### src/rtl/uart_cmd_ctrl_if.sv
// Signal bundle between the command sequencer and its UART receiver/transmitter and memory.
// master = sequencer side, slave = UART blocks, memory and status consumers.
interface uart_cmd_ctrl_if #(
    parameter int FW = 64,
    parameter int AW = 16,
    parameter int DW = 32
);
    logic          SINK_DONE;
    logic [FW-1:0] SINK_DATA;
    logic          FEN;
    logic [FW-1:0] FDATA;
    logic          SRC_DONE;
    logic [AW-1:0] MEM_ADDR;
    logic          MEM_WE;
    logic [DW-1:0] MEM_WDATA;
    logic          MEM_RE;
    logic [DW-1:0] MEM_RDATA;
    logic          BUSY;
    logic [15:0]   CMD_COUNT;
    logic [7:0]    DROP_COUNT;

    modport master (
        input  SINK_DONE, SINK_DATA, SRC_DONE, MEM_RDATA,
        output FEN, FDATA, MEM_ADDR, MEM_WE, MEM_WDATA, MEM_RE, BUSY, CMD_COUNT, DROP_COUNT
    );

    modport slave (
        output SINK_DONE, SINK_DATA, SRC_DONE, MEM_RDATA,
        input  FEN, FDATA, MEM_ADDR, MEM_WE, MEM_WDATA, MEM_RE, BUSY, CMD_COUNT, DROP_COUNT
    );
endinterface

### src/rtl/uart_cmd_ctrl.sv
// Executes received {op, addr, data} frames against a single-port memory and returns a response frame.
// One command in flight, one frame pending; excess frames are dropped and counted.
//
// state      | meaning
// S_IDLE     | waiting for a pending frame
// S_DECODE   | decode opcode and range-check address
// S_MEM_WR   | write strobe cycle
// S_MEM_RD   | read strobe cycle
// S_RD_WAIT  | capture read data
// S_SEND     | one-cycle FEN pulse
// S_WAIT_SRC | response held until SRC_DONE
module uart_cmd_ctrl #(
    parameter int          DWIDTH    = 8,
    parameter int          OPCDBYTE  = 2,
    parameter int          ADDRBYTE  = 2,
    parameter int          DATABYTE  = 4,
    parameter int unsigned MEM_DEPTH = 1024
) (
    input  logic            CLOCK,
    input  logic            RESET,
    uart_cmd_ctrl_if.master bus
);
    localparam int OW = OPCDBYTE * DWIDTH;
    localparam int AW = ADDRBYTE * DWIDTH;
    localparam int DW = DATABYTE * DWIDTH;
    localparam int FW = OW + AW + DW;

    localparam logic [OW-1:0] OP_WRITE = OW'(16'h0001);
    localparam logic [OW-1:0] OP_READ  = OW'(16'h0002);
    localparam logic [OW-1:0] OP_PING  = OW'(16'h0003);
    localparam logic [OW-1:0] OP_ACK   = OW'(16'h8000);
    localparam logic [OW-1:0] OP_RANGE = OW'(16'hFFFE);
    localparam logic [OW-1:0] OP_BAD   = OW'(16'hFFFF);

    typedef enum logic [2:0] {
        S_IDLE, S_DECODE, S_MEM_WR, S_MEM_RD, S_RD_WAIT, S_SEND, S_WAIT_SRC
    } state_t;

    state_t        r_state;
    state_t        w_next;
    logic [FW-1:0] r_cmd;
    logic [FW-1:0] r_resp;
    logic [FW-1:0] r_pend_data;
    logic          r_pend_vld;
    logic [15:0]   r_cmd_count;
    logic [7:0]    r_drop_count;

    logic [OW-1:0] w_op;
    logic [AW-1:0] w_addr;
    logic [DW-1:0] w_data;
    logic          w_in_range;
    logic          w_consume;
    logic          w_fen;
    logic          w_we;
    logic          w_re;
    logic          w_busy;
    logic [AW-1:0] w_mem_addr;
    logic [DW-1:0] w_mem_wdata;

    assign w_op       = r_cmd[FW-1 -: OW];
    assign w_addr     = r_cmd[DW +: AW];
    assign w_data     = r_cmd[DW-1:0];
    assign w_in_range = (32'(w_addr) < MEM_DEPTH);
    assign w_consume  = (r_state == S_IDLE) && r_pend_vld;

    always_ff @(posedge CLOCK) begin
        if (RESET) r_state <= S_IDLE;
        else       r_state <= w_next;
    end

    always_comb begin
        w_next = r_state;
        case (r_state)
            S_IDLE:     if (r_pend_vld) w_next = S_DECODE;
            S_DECODE: begin
                if (w_op == OP_WRITE && w_in_range)     w_next = S_MEM_WR;
                else if (w_op == OP_READ && w_in_range) w_next = S_MEM_RD;
                else                                    w_next = S_SEND;
            end
            S_MEM_WR:   w_next = S_SEND;
            S_MEM_RD:   w_next = S_RD_WAIT;
            S_RD_WAIT:  w_next = S_SEND;
            S_SEND:     w_next = S_WAIT_SRC;
            S_WAIT_SRC: if (bus.SRC_DONE) w_next = S_IDLE;
            default:    w_next = S_IDLE;
        endcase
    end

    always_comb begin
        w_fen       = (r_state == S_SEND);
        w_we        = (r_state == S_MEM_WR);
        w_re        = (r_state == S_MEM_RD);
        w_busy      = (r_state != S_IDLE);
        w_mem_addr  = (w_we || w_re) ? w_addr : '0;
        w_mem_wdata = w_we ? w_data : '0;
    end

    // Pending buffer: a consume and a reload may coincide in the same cycle.
    always_ff @(posedge CLOCK) begin
        if (RESET) begin
            r_pend_data  <= '0;
            r_pend_vld   <= 1'b0;
            r_cmd        <= '0;
            r_resp       <= '0;
            r_cmd_count  <= '0;
            r_drop_count <= '0;
        end else begin
            if (bus.SINK_DONE && (!r_pend_vld || w_consume)) begin
                r_pend_data <= bus.SINK_DATA;
                r_pend_vld  <= 1'b1;
            end else if (w_consume) begin
                r_pend_vld <= 1'b0;
            end else if (bus.SINK_DONE && r_drop_count != 8'hFF) begin
                r_drop_count <= r_drop_count + 8'd1;
            end

            if (w_consume) r_cmd <= r_pend_data;

            case (r_state)
                S_DECODE: begin
                    if (w_op == OP_PING)
                        r_resp <= r_cmd;
                    else if ((w_op == OP_WRITE || w_op == OP_READ) && w_in_range)
                        r_resp <= {w_op | OP_ACK, w_addr, w_data};
                    else if (w_op == OP_WRITE || w_op == OP_READ)
                        r_resp <= {OP_RANGE, w_addr, {DW{1'b0}}};
                    else
                        r_resp <= {OP_BAD, w_addr, {DW{1'b0}}};
                end
                S_RD_WAIT:  r_resp <= {w_op | OP_ACK, w_addr, bus.MEM_RDATA};
                S_WAIT_SRC: if (bus.SRC_DONE) r_cmd_count <= r_cmd_count + 16'd1;
                default: ;
            endcase
        end
    end

    assign bus.FEN        = w_fen;
    assign bus.FDATA      = r_resp;
    assign bus.MEM_ADDR   = w_mem_addr;
    assign bus.MEM_WE     = w_we;
    assign bus.MEM_WDATA  = w_mem_wdata;
    assign bus.MEM_RE     = w_re;
    assign bus.BUSY       = w_busy;
    assign bus.CMD_COUNT  = r_cmd_count;
    assign bus.DROP_COUNT = r_drop_count;
endmodule
### src/flat_wrapper.sv
// flat-port wrapper written by rule: the top's interface ports become plain ports
module uart_cmd_ctrl_flat 
#(
    parameter int          DWIDTH    = 8,
    parameter int          OPCDBYTE  = 2,
    parameter int          ADDRBYTE  = 2,
    parameter int          DATABYTE  = 4,
    parameter int unsigned MEM_DEPTH = 1024
)
  (CLOCK, RESET, bus_SINK_DONE, bus_SINK_DATA, bus_SRC_DONE, bus_MEM_RDATA, bus_FEN, bus_FDATA, bus_MEM_ADDR, bus_MEM_WE, bus_MEM_WDATA, bus_MEM_RE, bus_BUSY, bus_CMD_COUNT, bus_DROP_COUNT);
  uart_cmd_ctrl_if bus_i ();
  input  logic CLOCK;
  input  logic RESET;
  input wire logic [$bits(bus_i.SINK_DONE)-1:0] bus_SINK_DONE;
  input wire logic [$bits(bus_i.SINK_DATA)-1:0] bus_SINK_DATA;
  input wire logic [$bits(bus_i.SRC_DONE)-1:0] bus_SRC_DONE;
  input wire logic [$bits(bus_i.MEM_RDATA)-1:0] bus_MEM_RDATA;
  output wire logic [$bits(bus_i.FEN)-1:0] bus_FEN;
  output wire logic [$bits(bus_i.FDATA)-1:0] bus_FDATA;
  output wire logic [$bits(bus_i.MEM_ADDR)-1:0] bus_MEM_ADDR;
  output wire logic [$bits(bus_i.MEM_WE)-1:0] bus_MEM_WE;
  output wire logic [$bits(bus_i.MEM_WDATA)-1:0] bus_MEM_WDATA;
  output wire logic [$bits(bus_i.MEM_RE)-1:0] bus_MEM_RE;
  output wire logic [$bits(bus_i.BUSY)-1:0] bus_BUSY;
  output wire logic [$bits(bus_i.CMD_COUNT)-1:0] bus_CMD_COUNT;
  output wire logic [$bits(bus_i.DROP_COUNT)-1:0] bus_DROP_COUNT;
  assign bus_i.SINK_DONE = bus_SINK_DONE;
  assign bus_i.SINK_DATA = bus_SINK_DATA;
  assign bus_i.SRC_DONE = bus_SRC_DONE;
  assign bus_i.MEM_RDATA = bus_MEM_RDATA;
  assign bus_FEN = bus_i.FEN;
  assign bus_FDATA = bus_i.FDATA;
  assign bus_MEM_ADDR = bus_i.MEM_ADDR;
  assign bus_MEM_WE = bus_i.MEM_WE;
  assign bus_MEM_WDATA = bus_i.MEM_WDATA;
  assign bus_MEM_RE = bus_i.MEM_RE;
  assign bus_BUSY = bus_i.BUSY;
  assign bus_CMD_COUNT = bus_i.CMD_COUNT;
  assign bus_DROP_COUNT = bus_i.DROP_COUNT;
  uart_cmd_ctrl #(.DWIDTH(DWIDTH), .OPCDBYTE(OPCDBYTE), .ADDRBYTE(ADDRBYTE), .DATABYTE(DATABYTE), .MEM_DEPTH(MEM_DEPTH)) u_core (.CLOCK(CLOCK), .RESET(RESET), .bus(bus_i));
endmodule
### config.mk
export PLATFORM = sky130hd
export DESIGN_NAME = uart_cmd_ctrl_flat
export DESIGN_NICKNAME = d
export VERILOG_FILES = /design/src/rtl/uart_cmd_ctrl_if.sv /design/src/rtl/uart_cmd_ctrl.sv /design/src/flat_wrapper.sv
export SDC_FILE = /design/constraint.sdc
export NUM_CORES = 1
export LEC_CHECK = 0
export ABC_AREA = 1
export BUFFER_PORTS_ARGS = -buffer_cell sky130_fd_sc_hd__buf_2
export CORE_MARGIN = 5
export CORE_UTILIZATION = 30
export CTS_CLUSTER_SIZE = 24
export DETAILED_ROUTE_END_ITERATION = 10
export PLACE_DENSITY_LB_ADDON = 0.08
export SYNTH_ARGS = -nofsm -noshare
export SYNTH_HDL_FRONTEND = slang
export SYNTH_SLANG_ARGS = --single-unit
### constraint.sdc
create_clock -name CLOCK -period 1.4 [get_ports CLOCK]
set_input_delay 0.07 -clock CLOCK [delete_from_list [all_inputs] [get_ports CLOCK]]
set_output_delay 0.07 -clock CLOCK [all_outputs]
set_load 0.05 [all_outputs]
# After elaboration in Yosys (flattened, before gate mapping)
# Index checks and enable logic that the tools add are counted.
[word_totals]
reg_bits = 220
inputBits = 100
output_inout_bits = 140
elab_cells = 55
[op_classes]
addsub = 2
magnitude_cmp = 1
eq_ne = 12
mux = 13
n_bitwise = 2
reduce_logical = 18
[ops]
columns = ["cell", "count"]
rows = [
  ["64-bit two-way mux", 2],
  ["64-bit case mux with 2 select lines", 1],
  ["49-bit two-way mux", 1],
  ["16-bit by 2-bit == test with 1-bit output, second input constant", 2],
  ["32-bit two-way mux", 1],
  ["3-bit case mux with 6 select lines", 1],
  ["16-bit by 1-bit adder with 16-bit output, second input constant", 1],
  ["16-bit by 1-bit == test with 1-bit output, second input constant", 1],
  ["16-bit by 11-bit less-than comparator with 1-bit output, second input constant", 1],
  ["16-bit two-way mux", 1],
  ["3-bit two-way mux", 4],
  ["3-bit == test, second input constant", 3],
  ["8-bit by 1-bit adder with 8-bit output, second input constant", 1],
  ["8-bit inequality test, second input constant", 1],
  ["3-bit by 2-bit == test with 1-bit output, second input constant", 2],
  ["1-bit logical AND", 6],
  ["2-bit AND reduction", 2],
  ["2-bit nonzero test", 2],
  ["3-bit by 1-bit == test with 1-bit output, second input constant", 1],
  ["3-bit logical NOT", 1],
  ["1-bit logical OR", 3],
  ["3-bit AND reduction", 1],
  ["3-bit nonzero test", 1],
  ["1-bit two-way mux", 2],
  ["other kinds (5)", 6],
]

# Logic depth before layout (Yosys ltp)
# Gate-level depths: netlist (run 1).
[logic_depth]
depth_word = 6
depth_mapped = 10
depth_no_buf = 9

# Worst setup path before layout (run 1)
# OpenSTA, ideal clock, no wires.
[synth_path]
path_kind = "register to output"
startpoint = "reg u_core.r_state[1]"
endpoint = "out bus_MEM_WDATA[10]"
t_arrival_ns = 2.122
required_ns = 1.330
path_slack_ns = -0.792
stages_incl_launch_ff = 8
n_path_buf = 1
path_cell_list = "dfxtp_1 inv_1 nor2_1 inv_2 nor2_2 inv_2 buf_2 nor2_1"
[synth_between]
elab_chain_len = 2
[synth_lines]
columns = ["element", "line", "rtl"]
rows = [
  ["from (decl)", "uart_cmd_ctrl.sv:39", "state_t r_state;"],
  ["from (signal assigned)", "uart_cmd_ctrl.sv:68", "else r_state <= w_next;"],
  ["3-bit by 2-bit == test with 1-bit output", "uart_cmd_ctrl.sv:91", "w_we = (r_state == S_MEM_WR);"],
  ["via bus_MEM_WE", "flat_wrapper.sv:21", "output wire logic [$bits(bus_i.MEM_WE)-1:0] bus_MEM_WE;"],
  ["32-bit two-way mux", "uart_cmd_ctrl.sv:95", "w_mem_wdata = w_we ? w_data : '0;"],
  ["to (decl)", "flat_wrapper.sv:22", "output wire logic [$bits(bus_i.MEM_WDATA)-1:0] bus_MEM_WDATA;"],
]
# The timed path passes the listed nets, and every way through them passes these cells.

# Worst setup path in the final report (run 1)
[layout_path]
startpoint = "reg u_core.r_state[1]"
endpoint = "out bus_MEM_WDATA[23]"
[layout_between]
elab_chain_len = 2
[layout_lines]
columns = ["element", "line"]
rows = [
  ["3-bit by 2-bit == test with 1-bit output", "uart_cmd_ctrl.sv:91"],
  ["32-bit two-way mux", "uart_cmd_ctrl.sv:95"],
]
# Every way passes these cells.

==> results of run 1 <==
[per-stage QoR]
step | setup slack [ps] | hold WS, ps | std cells
2_1_floorplan | -214 | 216 | 1226
3_3_place_gp | -127 | 303 | 1836
3_5_place_dp | -151 | 312 | 1836
4_1_cts | -420 | 308 | 1984
5_1_grt | -484 | 338 | 2005
6_report | -393 | 330 | 2005
[power by group]
part	total, mW	internal (mW)	leakage [nW]	switching (mW)
clock network	6.65	4.04	0.416	2.61
registers	7.52	7.12	1.82	0.392
logic	6.48	2.22	3.87	4.26
[sequential cells by signal (all words and copies together), names as in the netlist]
register / cells
u_core.r_pend_data: 64
u_core.r_pend_vld: 1
u_core.r_state: 3
u_core.r_cmd: 64
u_core.bus.DROP_COUNT: 8
u_core.bus.CMD_COUNT: 16
u_core.bus.FDATA: 64
[cell usage after synthesis]
| library cell | n | area share, % |
|---|---|---|
| nor2_1 | 278 | 12 |
| dfxtp_1 | 220 | 50 |
| nand2_1 | 167 | 7.1 |
| o21ai_0 | 159 | 9.0 |
| a21oi_1 | 135 | 7.7 |
| inv_1 | 99 | 4.2 |
| buf_2 | 38 | 2.2 |
| clkbuf_1 | 33 | 1.4 |
| nand3_1 | 15 | 0.85 |
| o21ai_1 | 15 | 0.85 |
| a31oi_1 | 14 | 0.99 |
| nor3_1 | 12 | 0.68 |
| inv_2 | 7 | 0.30 |
| nor2_2 | 7 | 0.50 |
| nand4_1 | 6 | 0.43 |
| buf_4 | 3 | 0.26 |
| nand2_2 | 3 | 0.21 |
| xnor2_1 | 3 | 0.30 |
| ha_1 | 2 | 0.28 |
| o21bai_1 | 2 | 0.17 |
| a211oi_1 | 1 | 0.085 |
| and2_1 | 1 | 0.071 |
| and3_1 | 1 | 0.071 |
| buf_1 | 1 | 0.043 |
| clkbuf_2 | 1 | 0.057 |
| nand2_4 | 1 | 0.13 |
| o221ai_1 | 1 | 0.10 |
| xor2_1 | 1 | 0.10 |
[cells by family (layout without fill, tap and decap cells)]
family / after synthesis / in the layout / share of synthesized area, %
flip-flops: 220 / 220 / 50.0
buffers and inverters: 182 / 576 / 8.44
AO/OA/AOI/OAI: 327 / 327 / 18.9
AND/OR/NAND/NOR: 491 / 491 / 21.9
other: 0 / 1 / 0
adder cells (fa/ha/maj): 2 / 2 / 0.284
XOR/XNOR: 4 / 4 / 0.398
[metal layers]
layer  track usage [%]  up-vias
li1                  -     4705
met1              23.3     4018
met2              27.6      205
met3              3.16       28
met4              3.09        0
met5                 0        -
[cell type report]
| cell class | instances | share of cell area, % |
|---|---|---|
| Sequential cell | 220 | 31.6 |
| Clock buffer | 36 | 5.55 |
| Timing Repair Buffer | 428 | 26.3 |
| Multi-Input combinational cell | 824 | 29.6 |
| Antenna cell | 1 | 0.0178 |
| Tap cell | 384 | 3.42 |
| Clock inverter | 6 | 0.445 |
| Inverter | 106 | 2.99 |
[worst max path at each step]
stage / slack (ps) / end / startpoint
after floorplan: -210 / bus_MEM_ADDR[8] / u_core.r_state[1]
after global placement: -130 / u_core.r_pend_data[0] / u_core.r_state[2]
after detailed placement: -150 / u_core.r_pend_data[27] / u_core.r_state[2]
after CTS: -420 / bus_MEM_WDATA[21] / u_core.r_state[1]
after global routing: -480 / bus_MEM_WDATA[23] / u_core.r_state[1]
final: -390 / bus_MEM_WDATA[23] / u_core.r_state[1]
[timing repair]
action | 4_1_cts | 5_1_grt
buffers inserted | 4 | 9
gates resized for setup | 132 | 76
setup endpoints to repair | 210 | 268
gates cloned | 3 | 12
hold buffers | 99 | 0
pin swaps | 4 | 11
hold endpoints to repair | 100 | 0
[tightest hold or removal path, delay by kind of cell]
kind | cells | cell delay, ps
buffers and inverters | 2 | 600
AO/OA/AOI/OAI | 1 | 70
AND/OR/NAND/NOR | 1 | 70
==> results by group, run 1 <==
Run status
  – Status: finished with violations
  – Failing checks: setup timing

Worst setup path
  – Crit end category: output port
  – R2R Path End: u_core.r_pend_data[22]
  – CP cell instances: inv_4 > nor2_4 > inv_2 > nor2_4 > inv_6 > clkbuf_16 > nor2_4 > buf_6
  – Delay-heaviest family, CP: buffers and inverters
  – CP peak stage delay: between 300 and 400 ps
  – CP Class: reg -> out
  – CP arrival: between 1500 and 2000 ps
  – CP Buf/Inv Count: 5
  – Critical-path top delay cell: dfxtp_4
  – Max FO, Critical Path: 6
  – Worst Reg-to-Reg Cells: 10
  – Critical Path RT: about 1300 ps
  – R2r setup slk: -260 ps
  – Stages on worst setup path: 8
  – Worst R2R Start: u_core.r_state[1]
  – Most used cell, CP: nor2_4
  – Setup crit start kind: register

Placed design
  – Post-DP HPWL: between 15000 and 20000 µm
  – Port Buf Inserts: 239
  – Dpl cell area: 0.0112 mm²
  – GPL Wtd Cong: a little under 0.8

Clock network
  – Number of buffers created by CTS: 26
  – Skew-Pair Late Insertion Delay: 520 ps
  – Clock Pin Slew Worst Setup and Hold Paths: approximately 60 ps
  – H-tree Lvls: 1
  – Clk buf depth: 3
  – Sink Count: 220
  – CTS tree: built
  – Root buf cell: clkbuf_16

Route
  – Met2 wirelength from detailed routing: between 10000 and 15000 µm
  – Number of remaining DRC errors: 0
  – Vias per cell: around 4.5
  – Top Layer Used: met4
  – Initial DRC count: 359
  – Vias: 8956
  – Final ANT Viol Nets: 0
  – Routed len/inst: 15.2 µm
  – WL final: a little over 30000 µm
  – Met3 WL post-DR: about 1600 µm
  – Drt first pass iters: 5
  – M1 WL: roughly 15000 µm

Synthesis
  – Cell Area, Synth: between 0.008 and 0.009 mm²
  – Syn nets: about 1300
  – Syn Inst Count: 1226
  – Synthesis Warnings: 0
  – Average instance area after synthesis: about 7.2 µm²
  – Register bit count reported by yosys: between 200 and 250
  – Post-synthesis sequential area ratio: between 50% and 60%
  – Number of distinct library cells after synthesis: 28

Pwr
  – Total leakage power: between 6 and 7 nW
  – Final Power: a little over 20 mW
  – Power Dens Cells: 1470 mW/mm²
  – Worst vdd ir: 0.805 mV

Cells and area
  – Filler cells: just under 3000
  – Commonest non-fill, non-tap cell in the layout: nor2_1
  – Design area: between 0.01 and 0.015 mm²
  – Storage element area: approximately 0.0044 mm²
  – Post-layout util: about half
  – Area Overhead vs Synth: 59.8%
  – Area of the multi-input gates: ~0.0042 mm²
  – Commonest cells after routing, fill and taps aside: 228 x nor2_1, 198 x dfxtp_1, 187 x buf_2, 161 x nand2_1, 133 x o21ai_0
  – Nets: about 1700
  – Layout cells sized above 1: 30.3%

Global routing
  – Tot GR Track Use: 16.8%
  – Largest net degree at the start of global routing: slightly below 80
  – Number of antenna violations at the first check in global routing: 2
  – GRT overflow: 0
  – Global-route wire length before repair: 46500 µm
  – Vias in the first global route: around 8800

STA
  – Final Hold Vio Count: 0
  – RSZ-0062 raised after global routing: yes
  – Setup tns final: -41150 ps
  – Final Setup Violations: about 230
  – Max Slew Vio Count: 0
  – Final Critical Period: 1790 ps
  – Slew @ Worst Pin: approximately 360 ps
  – Fmax achieved: between 0.5 and 0.6 GHz
  – Clock skew: 12.9 ps
  – Setup ws final: -393 ps
  – Tcrit/Tclk final: 128%
  – Max-slew headroom: approximately three quarters

Floorplanning
  – Die W: approximately 180 µm
  – I/O pins: 240
  – # rows: 62
  – Die area: 0.0329 mm²
  – Die height: approximately 180 µm
  – Initial core utilization: 30.5%
  – CORE AREA: 0.0289 mm²

Worst hold path
  – Worst hold start: bus_SINK_DATA[55]
  – Hold crit path type: in -> reg
  – Hold path endpoint: u_core.r_pend_data[55]
  – Worst hold stages: 4

Run
  – Max Cap Violations: 0
Note: power is estimated with default switching activity, not from simulation.
==> inputs of run 2 (changes only) <==
--- a/config.mk
+++ b/config.mk
@@ -5,7 +5,7 @@
 export SDC_FILE = /design/constraint.sdc
 export NUM_CORES = 1
 export LEC_CHECK = 0
-export ABC_AREA = 1
+export ABC_AREA = 0
 export BUFFER_PORTS_ARGS = -buffer_cell sky130_fd_sc_hd__buf_2
 export CORE_MARGIN = 5
 export CORE_UTILIZATION = 30
==> constraint.sdc (replaced) <==
create_clock -name CLOCK -period 2 [get_ports CLOCK]
set_input_delay 0.1 -clock CLOCK [delete_from_list [all_inputs] [get_ports CLOCK]]
set_output_delay 0.1 -clock CLOCK [all_outputs]
set_load 0.05 [all_outputs]
==> results by group, run 2 <==
Floorplanning
  – Die area: 0.0319 mm² (-2.9%)
  – CORE AREA: 0.0279 mm² (-3.2%)
  – Die W: 179 µm (-1.5%)
  – I/O pins: 240 (unchanged)
  – Die height: 179 µm (-1.5%)
  – Initial core utilization: 30.5% (+0.045 points)
  – # rows: 61 (-1.6%)

Synthesis
  – Post-synth EDFFs: 0 (unchanged)
  – Syn Inst Count: 1071 (-13%)
  – Synthesis Warnings: 0 (unchanged)
  – Cell Area, Synth: 0.00853 mm² (-3.1%)
  – Top_reg_cell synth: dfxtp_1
  – Synth top area share: 51.6% (+1.6 points)
  – Post-synthesis sequential area ratio: 51.6% (+1.6 points)
  – Synth area leader: dfxtp_1
  – Average instance area after synthesis: 7.97 µm² (+11%)
  – Register bit count reported by yosys: 220 (unchanged)
  – Top area cells in the synthesized netlist: dfxtp_1 52%, nand2_1 15%, a21oi_1 9.6%, and2_1 3.8%, clkbuf_1 3.3%
  – Synth cell count leaders: 337 x nand2_1, 220 x dfxtp_1, 164 x a21oi_1, 75 x clkbuf_1, 52 x and2_1
  – Number of distinct library cells after synthesis: 41 (+46%)
  – Syn nets: 1173 (-12%)
  – Async SR Flop Fraction: 0% (unchanged)
  – Top-count cell post-synth: nand2_1

Placed design
  – Port Buf Inserts: 239 (unchanged)
  – Post-DP HPWL: 18000 µm (-5.8%)
  – DP Worst Slack: 193 ps (+344 ps)
  – Placed insts: 1636 (-11%)
  – GPL Wtd Cong: 0.757 (-2.6%)

Global routing
  – GR peak layer: met2
  – Largest net degree at the start of global routing: 113 (+45%)
  – Global-route wire length before repair: 44500 µm (-4.3%)
  – GRT overflow: 0 (unchanged)
  – GR Util met3: 3.63% (+0.47 points)
  – Vias in the first global route: 8096 (-7.5%)
  – Met2 layer usage reported by global route: 28.2% (+0.65 points)
  – GR Util met1: 23.1% (-0.19 points)
  – Number of antenna violations at the first check in global routing: 0 (-2)
  – Tot GR Track Use: 17.1% (+0.34 points)

Worst setup path
  – CP arrival: 1850 ps (+130 ps)
  – Setup crit start kind: register
  – Worst Reg-to-Reg Cells: 8 (-2)
  – Worst R2R Start: u_core.r_state[2]
  – R2R Path End: u_core.bus.FDATA[26]
  – Crit end category: output port
  – Max FO, Critical Path: 16 (+10)
  – Critical Path RT: 1900 ps (+570 ps)
  – R2r setup slk: 120 ps (+380 ps)
  – CP Class: reg -> out

Worst hold path
  – Hold crit path type: in -> reg
  – Worst hold stages: 4 (unchanged)
  – Worst hold start: bus_SINK_DATA[29]
  – Hold path endpoint: u_core.r_pend_data[29]

Cells and area
  – Fin cells: 1786 (-11%)
  – Area Overhead vs Synth: 45.4%
  – Area of the multi-input gates: 0.00385 mm² (-7.5%)
  – Commonest cells after routing, fill and taps aside: 335 x nand2_1, 210 x dfxtp_1, 205 x buf_2, 163 x a21oi_1, 100 x dlygate4sd3_1
  – Filler cells: 2911 (-0.58%)
  – Storage element area: 0.00442 mm² (-0.62%)
  – Post-layout util: 44.4% (-4.3 points)
  – Layout cells sized above 1: 25.2% (-5.1 points)
  – N_diodes: 0 (-1)
  – Nets: 1493 (-13%)
  – Commonest non-fill, non-tap cell in the layout: nand2_1

Clock network
  – Clock Pin Slew Worst Setup and Hold Paths: 60 ps (about the same)
  – Number of buffers created by CTS: 25 (-3.8%)
  – Clk buf depth: 3 (unchanged)
  – Skew-Pair Late Insertion Delay: 510 ps (about the same)
  – Root buf cell: clkbuf_16
  – H-tree Lvls: 1 (unchanged)
  – Sink Count: 220 (unchanged)
  – CTS tree: built

STA
  – Final Critical Period: 1950 ps
  – Tcrit/Tclk final: 97.7%
  – RSZ-0062 raised after global routing: yes
  – Max-slew headroom: 62.9% (-13 points)
  – Clock skew: 6.27 ps (-6.66 ps)
  – Final Setup Violations: 0 (-100%)
  – Setup ws final: 45.8 ps (+439 ps)
  – Max Slew Vio Count: 0 (unchanged)
  – Final Hold Vio Count: 0 (unchanged)
  – Fmax achieved: a little over 0.5 GHz
  – Slew @ Worst Pin: 557 ps (+195 ps)

Run status
  – Status: finished clean

Route
  – Routed len/inst: 16.1 µm (+5.7%)
  – Drt first pass iters: 4 (-1)
  – WL final: 28700 µm (-5.9%)
  – Initial DRC count: 387 (+7.8%)
  – Final ANT Viol Nets: 0 (unchanged)
  – Vias per cell: 4.68 (+4.8%)
  – Vias: 8358 (-6.7%)
  – Number of remaining DRC errors: 0 (unchanged)

Pwr
  – Power Dens Cells: 1020 mW/mm² (-30%)
  – Final Power: 12.7 mW (-39%)
  – Worst vdd ir: 0.599 mV (-26%)
  – Total leakage power: 5.03 nW (-18%)

Run
  – Max Cap Violations: 0 (unchanged)
run 2: what timing repair did:
action,CTS,global route
gates cloned,1,0
endpoints found under the setup margin,50,31
hold buffers,100,0
buffers inserted,6,0
gates resized for setup,56,23
endpoints found under the hold margin,116,0
run 2: worst max path at each step:
stage,from,to,slack [ps],cells after the start
2_1_floorplan,u_core.bus.CMD_COUNT[0],u_core.bus.CMD_COUNT[14],9,6
3_3_place_gp,u_core.bus.CMD_COUNT[0],u_core.bus.CMD_COUNT[14],200,5
3_5_place_dp,u_core.bus.CMD_COUNT[0],u_core.bus.CMD_COUNT[10],190,6
4_1_cts,u_core.r_state[2],bus_MEM_WDATA[6],-6,7
5_1_grt,u_core.r_state[1],bus_MEM_WDATA[16],-4,6
6_report,u_core.r_state[1],bus_FEN,50,5
run 2: report_power, final:
part | leakage, nW | switching [mW] | total, mW | internal, mW
clock | 0.404 | 1.79 | 4.55 | 2.75
combinational | 2.83 | 2.17 | 3.15 | 0.986
sequential | 1.80 | 0.216 | 4.97 | 4.75
run 2: area by class of cell:
cell class / count / area share, %
tap: 378 / 3.81
inverter: 10 / 0.302
clock inverter: 3 / 0.353
clock buffer: 41 / 6.25
multi-input combinational: 758 / 31.0
timing repair buffer: 376 / 22.6
sequential: 220 / 35.6
run 2: kinds of logic (layout without fill, tap and decap cells):
kind of cell    count (synthesis)  after routing  share of synthesized area (%)
flops                         220            220                           51.6
simple gates                  473            473                           23.9
xor+xnor                       10             10                           1.03
mux                             1              1                          0.117
fa+ha+maj                       2              2                          0.293
buf+inv                        93            430                           4.22
compound gates                272            272                           18.8
run 2: through the flow:
step	instance area [µm²]	hold slack (ps)	setup TNS [ps]
final	12400	367	0
after global routing	12400	365	-10.6
after CTS	12400	341	-22.2
after detailed placement	10300	346	0
after global placement	10300	342	0
after floorplan	8570	236	0
run 2: worst max-delay path, cell delays in order, from the launching register on:
cell and delay [ps]:
dfxtp_2 320, buf_6 110, buf_4 180, nand2b_1 220, nor2_1 240, buf_4 260
run 2: per-layer routing:
metal  vias up  part of all wire, %  wire (µm)
met5         -                    0          0
met4         0                  2.0        565
met3        35                  6.1       1750
met2       196                   45      13000
met1      3852                   47      13500
li1       4275                    -          -
